==> src/rtl/spi_tgt_pkg.sv <==
// spi_tgt_pkg: opcodes, state/mode enums and constants shared by the SPI memory target.
package spi_tgt_pkg;
  localparam logic [7:0] OP_WRITE = 8'h02;
  localparam logic [7:0] OP_READ  = 8'h03;
  localparam logic [7:0] OP_RDSR  = 8'h05;
  localparam logic [7:0] OP_FREAD = 8'h0B;
  localparam logic MISO_IDLE = 1'b1;
  typedef enum logic [2:0] {IDLE, OPCODE, ADDR, DUMMY, WR_DATA, RD_DATA, STATUS, IGNORE} state_e;
  typedef enum logic [1:0] {M_WR, M_RD, M_FRD} mode_e;
endpackage

==> src/rtl/spi_tgt_sync.sv <==
// spi_tgt_sync: synchronizes SPI_CLK/MOSI/SS_N into the fabric clock and derives edge pulses.
module spi_tgt_sync #(
  parameter int SYNC_STAGES = 2
) (
  input  logic i_clk,
  input  logic i_rst,
  input  logic i_sclk,
  input  logic i_mosi,
  input  logic i_ss_n,
  output logic o_ss_n,
  output logic o_mosi,
  output logic o_rise,
  output logic o_fall,
  output logic o_ss_fall,
  output logic o_ss_rise
);
  logic [SYNC_STAGES:0] r_sclk, r_ss, r_fill;
  logic [SYNC_STAGES-1:0] r_mosi;
  logic w_ok;
  always_ff @(posedge i_clk or posedge i_rst)
    if (i_rst) begin
      r_sclk <= '0;
      r_ss   <= '1;
      r_fill <= '0;
      r_mosi <= '0;
    end else begin
      r_sclk <= {r_sclk[SYNC_STAGES-1:0], i_sclk};
      r_ss   <= {r_ss[SYNC_STAGES-1:0], i_ss_n};
      r_fill <= {r_fill[SYNC_STAGES-1:0], 1'b1};
      r_mosi <= {r_mosi[SYNC_STAGES-2:0], i_mosi};
    end
  // Edges are suppressed until the chain refills after reset, so a frame cut by reset is not re-entered.
  assign w_ok      = r_fill[SYNC_STAGES];
  assign o_ss_n    = r_ss[SYNC_STAGES-1];
  assign o_mosi    = r_mosi[SYNC_STAGES-1];
  assign o_rise    = w_ok & r_sclk[SYNC_STAGES-1] & ~r_sclk[SYNC_STAGES];
  assign o_fall    = w_ok & ~r_sclk[SYNC_STAGES-1] & r_sclk[SYNC_STAGES];
  assign o_ss_fall = w_ok & ~r_ss[SYNC_STAGES-1] & r_ss[SYNC_STAGES];
  assign o_ss_rise = w_ok & r_ss[SYNC_STAGES-1] & ~r_ss[SYNC_STAGES];
endmodule

==> src/rtl/spi_mem_target.sv <==
// spi_mem_target: oversampled SPI mode-0 target decoding write/read/status commands onto a byte-memory port.
// Define SPI_TGT_FAST_READ_EN to accept fast read (0x0B) with one dummy byte.
module spi_mem_target
  import spi_tgt_pkg::*;
#(
  parameter int ADDR_W      = 8,
  parameter int SYNC_STAGES = 2
) (
  input  logic              CLK_BASE,
  input  logic              RESET,
  input  logic              SPI_CLK,
  input  logic              SPI_MOSI,
  input  logic              SPI_SS_N,
  output logic              SPI_MISO,
  output logic              SPI_MISO_OE,
  output logic [ADDR_W-1:0] MEM_ADDR,
  output logic [7:0]        MEM_WDATA,
  output logic              MEM_WE,
  output logic              MEM_RE,
  input  logic [7:0]        MEM_RDATA,
  output logic              CMD_ERR
);
  state_e r_state, w_next;
  mode_e r_mode;
  logic [2:0] r_bitcnt;
  logic [6:0] r_sh_in;
  logic [7:0] r_tx_buf, r_tx_sh, r_wdata, w_byte;
  logic [ADDR_W-1:0] r_addr;
  logic r_oe, r_we, r_re, r_rd_v, r_err;
  logic w_ss_n, w_mosi, w_rise_raw, w_fall_raw, w_ss_fall, w_ss_rise;
  logic w_rise, w_fall, w_done, w_fr, w_known;
  spi_tgt_sync #(.SYNC_STAGES(SYNC_STAGES)) u_sync (
    .i_clk(CLK_BASE), .i_rst(RESET), .i_sclk(SPI_CLK), .i_mosi(SPI_MOSI), .i_ss_n(SPI_SS_N),
    .o_ss_n(w_ss_n), .o_mosi(w_mosi), .o_rise(w_rise_raw), .o_fall(w_fall_raw),
    .o_ss_fall(w_ss_fall), .o_ss_rise(w_ss_rise)
  );
  assign w_rise = w_rise_raw & ~w_ss_n & (r_state != IDLE);
  assign w_fall = w_fall_raw & ~w_ss_n & (r_state != IDLE);
  assign w_done = w_rise & (r_bitcnt == 3'd7);
  assign w_byte = {r_sh_in, w_mosi};
`ifdef SPI_TGT_FAST_READ_EN
  assign w_fr = (w_byte == OP_FREAD);
`else
  assign w_fr = 1'b0;
`endif
  assign w_known = (w_byte == OP_WRITE) | (w_byte == OP_READ) | w_fr;
  always_comb begin
    w_next = r_state;
    if (w_ss_rise) w_next = IDLE;
    else if (r_state == IDLE) w_next = w_ss_fall ? OPCODE : IDLE;
    else if (w_done)
      case (r_state)
        OPCODE:  w_next = w_known ? ADDR : (w_byte == OP_RDSR) ? STATUS : IGNORE;
        ADDR:    w_next = (r_mode == M_WR) ? WR_DATA : (r_mode == M_RD) ? RD_DATA : DUMMY;
        DUMMY:   w_next = RD_DATA;
        default: w_next = r_state;
      endcase
  end
  always_ff @(posedge CLK_BASE or posedge RESET)
    if (RESET) begin
      r_state  <= IDLE;
      r_mode   <= M_WR;
      r_bitcnt <= '0;
      r_sh_in  <= '0;
      r_tx_buf <= '0;
      r_tx_sh  <= '0;
      r_wdata  <= '0;
      r_addr   <= '0;
      r_oe     <= 1'b0;
      r_we     <= 1'b0;
      r_re     <= 1'b0;
      r_rd_v   <= 1'b0;
      r_err    <= 1'b0;
    end else begin
      r_state <= w_next;
      r_oe    <= ~w_ss_n;
      r_we    <= 1'b0;
      r_re    <= 1'b0;
      r_rd_v  <= r_re & ~w_ss_rise;
      if (r_rd_v) r_tx_buf <= MEM_RDATA;
      if (r_state == STATUS) r_tx_buf <= {7'b0, r_err};
      if (r_we) r_addr <= r_addr + ADDR_W'(1);
      if (w_ss_rise || w_ss_fall) begin
        r_bitcnt <= '0;
        r_tx_sh  <= '0;
      end else begin
        if (w_rise) begin
          r_bitcnt <= r_bitcnt + 3'd1;
          r_sh_in  <= w_byte[6:0];
        end
        // A fall on a byte boundary starts the next outgoing byte; others shift.
        if (w_fall)
          r_tx_sh <= (r_bitcnt == 3'd0 && (r_state == RD_DATA || r_state == STATUS)) ? r_tx_buf : r_tx_sh << 1;
      end
      if (w_done) begin
        if (r_state == OPCODE) begin
          r_mode <= (w_byte == OP_WRITE) ? M_WR : w_fr ? M_FRD : M_RD;
          if (!w_known && w_byte != OP_RDSR) r_err <= 1'b1;
        end
        if (r_state == ADDR) begin
          r_addr <= ADDR_W'(w_byte);
          r_re   <= (r_mode != M_WR);
        end
        if (r_state == WR_DATA) begin
          r_wdata <= w_byte;
          r_we    <= 1'b1;
        end
        if (r_state == RD_DATA) begin
          r_addr <= r_addr + ADDR_W'(1);
          r_re   <= 1'b1;
        end
        if (r_state == STATUS) r_err <= 1'b0;
      end
    end
  assign SPI_MISO    = r_oe & ((r_state == IGNORE) ? MISO_IDLE : r_tx_sh[7]);
  assign SPI_MISO_OE = r_oe;
  assign MEM_ADDR    = r_addr;
  assign MEM_WDATA   = r_wdata;
  assign MEM_WE      = r_we;
  assign MEM_RE      = r_re;
  assign CMD_ERR     = r_err;
endmodule

==> config.mk <==
export PLATFORM = sky130hd
export DESIGN_NAME = spi_mem_target
export DESIGN_NICKNAME = d
export VERILOG_FILES = /design/src/rtl/spi_tgt_pkg.sv /design/src/rtl/spi_tgt_sync.sv /design/src/rtl/spi_mem_target.sv
export SDC_FILE = /design/constraint.sdc
export NUM_CORES = 1
export LEC_CHECK = 0
export CAP_MARGIN = 20
export CORE_ASPECT_RATIO = 0.9
export CORE_MARGIN = 5
export CORE_UTILIZATION = 40
export CTS_BUF_LIST = sky130_fd_sc_hd__clkbuf_16
export DETAILED_ROUTE_END_ITERATION = 8
export SLEW_MARGIN = 5
export SYNTH_ARGS = -nofsm -noshare
export SYNTH_HDL_FRONTEND = slang
export SYNTH_SLANG_ARGS = --single-unit
==> constraint.sdc <==
create_clock -name CLK_BASE -period 5.6 [get_ports CLK_BASE]
set_input_delay 1.12 -clock CLK_BASE [delete_from_list [all_inputs] [get_ports CLK_BASE]]
set_output_delay 1.12 -clock CLK_BASE [all_outputs]
set_load 0.01 [all_outputs]
==> reports/metrics.cfg <==
[global_route]
grt_use_total = 0.147
antenna_found_initial = 0
grt_overflow = 0
grt_max_degree = 63
grt_pass1_vias = 2098
grt_pass1_wl_mm = 10.6

[setup_path]
worst-path-max-fanout = 14
timing.rr.start = r_state[0]
cp_data_required_time_ns = 4.48
r2r_cells = 4
timing.setup.critical_path_class = reg -> out
start_kind = register
r2r_end = r_sh_in[5]
worst_path_max_delay_cell = dfrtp_1
arrival_ns = 1.78
endpoint = SPI_MISO
reg2reg_setup_slack_ns = 3.55
crit_chain = a31oi_1, nor2b_1, clkdlybuf4s50_1
worstSetupStartpoint = r_state[0]
slowest_delay_ns = 0.62
critPathCaptureType = output pin

[floorplan]
initial_core_util = 0.413
dieArea_um2 = 9120
die_w_um = 100
rows = 29
dieHeight_um = 91.1
io_pins = 34
coreArea_um2 = 7080

[clock_tree]
cts-hold-fix-buffers = 0
clk_latency_ns = 0.32
cts.sinks = 62
cts_tree = done
ctsResizeCount = 0
path_clk_slew_ns = 0.05
cts_made_buffers = 9
post-cts-setup-buffers = 0
cts_max_level = 3
clk_path_buf_depth = 2
cts-root-buf = clkbuf_16

[routing]
routed_via_density = 5.28
vias = 2005
ant_nets = 0
drtIter0Drc = 140
drt-pass1-iter-count = 4
drc = 0
wl_mm = 5.99
wire_per_inst_um = 15.8

[timing]
report.final.slew_viol_count = 0
fin_skew_ns = 0.00481
rsz0062_at_grt = no
fmax_ghz = 0.345
setup_viol = 0
fin_crit_sh = 0.517
worstMarginPinSlew_ns = 0.753
hold_violations = 0
layout_min_cycle_time_ns = 2.90
slew_headroom = 0.498
finalSetupTns_ns = 0

[synth]
yosysSeqAreaShare = 0.532
synthFlopType = dfrtp_1
syn_inst = 250
async_flop_share = 1.00
syn_area_um2 = 2920
yosys_warnings = 0
syn-num-nets = 267
syn_area_per_cell_um2 = 11.7
ys_types = 50
ys_seq_elements = 62
synth-edff-count = 0

[final_layout]
fin_cells = 380
fin_nets = 299
diodes = 0
fillers = 650
drive_gt1_frac = 0.153
areaGrowthSynthToFinish_pct = 23.4

[place]
port_buffers = 33
dp_hpwl_mm = 4.13
dp_cells = 364
globalplace.congestion = 0.823

[hold_path]
worst_hold_path_type = reg -> reg

[status]
status = completed

[power]
power_density_nw_per_um2 = 284
fin_total_pwr_mw = 1.03
ir_worst_vdd_mv = 0.171
power.leakage_nw = 1.54

[job]
maxCapViolations = 0

## critical path: cells and delay by family (launching register included)
kind | cells | cell delay (ns)
buf+inv | 1 | 0.54
flops | 1 | 0.62
simple gates | 1 | 0.13
compound gates | 1 | 0.16
## power by group
part | total, mW | internal [mW] | switching [mW]
Combinational | 0.0324 | 0.0147 | 0.0176
Sequential | 0.463 | 0.455 | 0.00741
Clock | 0.532 | 0.340 | 0.191
## sequential cells by signal (all words and copies together), names as in the netlist
register and cells:
MEM_ADDR 8, MEM_WDATA 8, r_tx_buf 8, r_tx_sh 8, r_sh_in 7, r_bitcnt 3, r_state 3, u_sync.r_fill 3
u_sync.r_sclk 3, u_sync.r_ss 3, u_sync.r_mosi 2, CMD_ERR 1, MEM_RE 1, MEM_WE 1, SPI_MISO_OE 1, r_mode 1
r_rd_v 1
## Yosys cell counts, types with 5 or more instances
| cell | n | area, µm² |
|---|---|---|
| a21oi_1 | 6 | 30.0 |
| clkbuf_1 | 8 | 30.0 |
| dfrtp_1 | 59 | 1480 |
| inv_1 | 7 | 26.3 |
| mux2_2 | 16 | 180 |
| mux2i_1 | 18 | 180 |
| nand2_1 | 11 | 41.3 |
| nand2b_1 | 5 | 31.3 |
| nand3_1 | 7 | 35.0 |
| nor2_1 | 18 | 67.6 |
| o21ai_0 | 6 | 30.0 |
| o22ai_1 | 5 | 31.3 |
| o2bb2ai_1 | 9 | 78.8 |
| xnor2_1 | 5 | 43.8 |
| xor2_1 | 6 | 52.6 |
## cell type report
class | count | area (µm²) | share of cell area
well taps | 93 | 116 | 0.0322
multi-input cells | 168 | 1280 | 0.355
inverters | 7 | 26.3 | 0.00728
clock inverters | 7 | 66.3 | 0.0184
repair buffers | 34 | 338 | 0.0936
clock buffers | 9 | 225 | 0.0624
flip-flops and latches | 62 | 1560 | 0.431
## metal layers
layer	vias up	track usage	share of wire
li1	968	-	-
met1	990	0.205	0.50
met2	40	0.214	0.44
met3	7	0.0513	0.048
met4	0	0.0471	0.011
met5	-	0	0
## cells by family after synthesis
group,share of synthesized area
AND/OR/NAND/NOR,0.145
flip-flops,0.532
AO/OA/AOI/OAI,0.119
multiplexers,0.123
buffers and inverters,0.0295
XOR/XNOR,0.0329
adder cells (fa/ha/maj),0.0171
other,0.00128
## metrics by stage
stage / hold slack (ns) / instance area (µm²) / util / worst slack, ns
final: 0.346 / 3610 / 0.510 / 2.70
after global routing: 0.347 / 3610 / 0.510 / 2.62
after CTS: 0.347 / 3610 / 0.510 / 2.68
after detailed placement: 0.335 / 3320 / 0.469 / 3.05
after global placement: 0.332 / 3320 / 0.469 / 3.06
after floorplan: 0.331 / 2920 / - / 2.94
## worst min path at each step
stage | from | to | slack (ns) | depth (start not counted)
floorplan | u_sync.r_fill[0] | u_sync.r_fill[1] | 0.33 | 0
global placement | u_sync.r_mosi[0] | u_sync.r_mosi[1] | 0.33 | 0
detailed placement | u_sync.r_fill[1] | u_sync.r_fill[2] | 0.33 | 0
CTS | u_sync.r_fill[1] | u_sync.r_fill[2] | 0.35 | 0
global route | u_sync.r_fill[1] | u_sync.r_fill[2] | 0.35 | 0
finish | u_sync.r_fill[1] | u_sync.r_fill[2] | 0.35 | 0
## cell usage in the layout, fill, tap and decap left out, types with 3 or more instances in the layout
| cell type | synthesis | final |
|---|---|---|
| dfrtp_1 | 59 | 59 |
| clkdlybuf4s50_1 | 0 | 33 |
| mux2i_1 | 18 | 18 |
| nor2_1 | 18 | 18 |
| mux2_2 | 16 | 16 |
| nand2_1 | 11 | 11 |
| o2bb2ai_1 | 9 | 9 |
| clkbuf_16 | 0 | 9 |
| inv_1 | 7 | 7 |
| nand3_1 | 7 | 7 |
| xor2_1 | 6 | 6 |
| a21oi_1 | 6 | 6 |
| o21ai_0 | 6 | 6 |
| nand2b_1 | 5 | 5 |
| xnor2_1 | 5 | 5 |
| o22ai_1 | 5 | 5 |
| nand3b_1 | 4 | 4 |
| a211oi_1 | 4 | 4 |
| nand4_1 | 4 | 4 |
| a22oi_1 | 4 | 4 |
| ha_1 | 4 | 4 |
| and2_1 | 3 | 3 |
| dfstp_2 | 3 | 3 |
(Power assumes the default switching activity.)
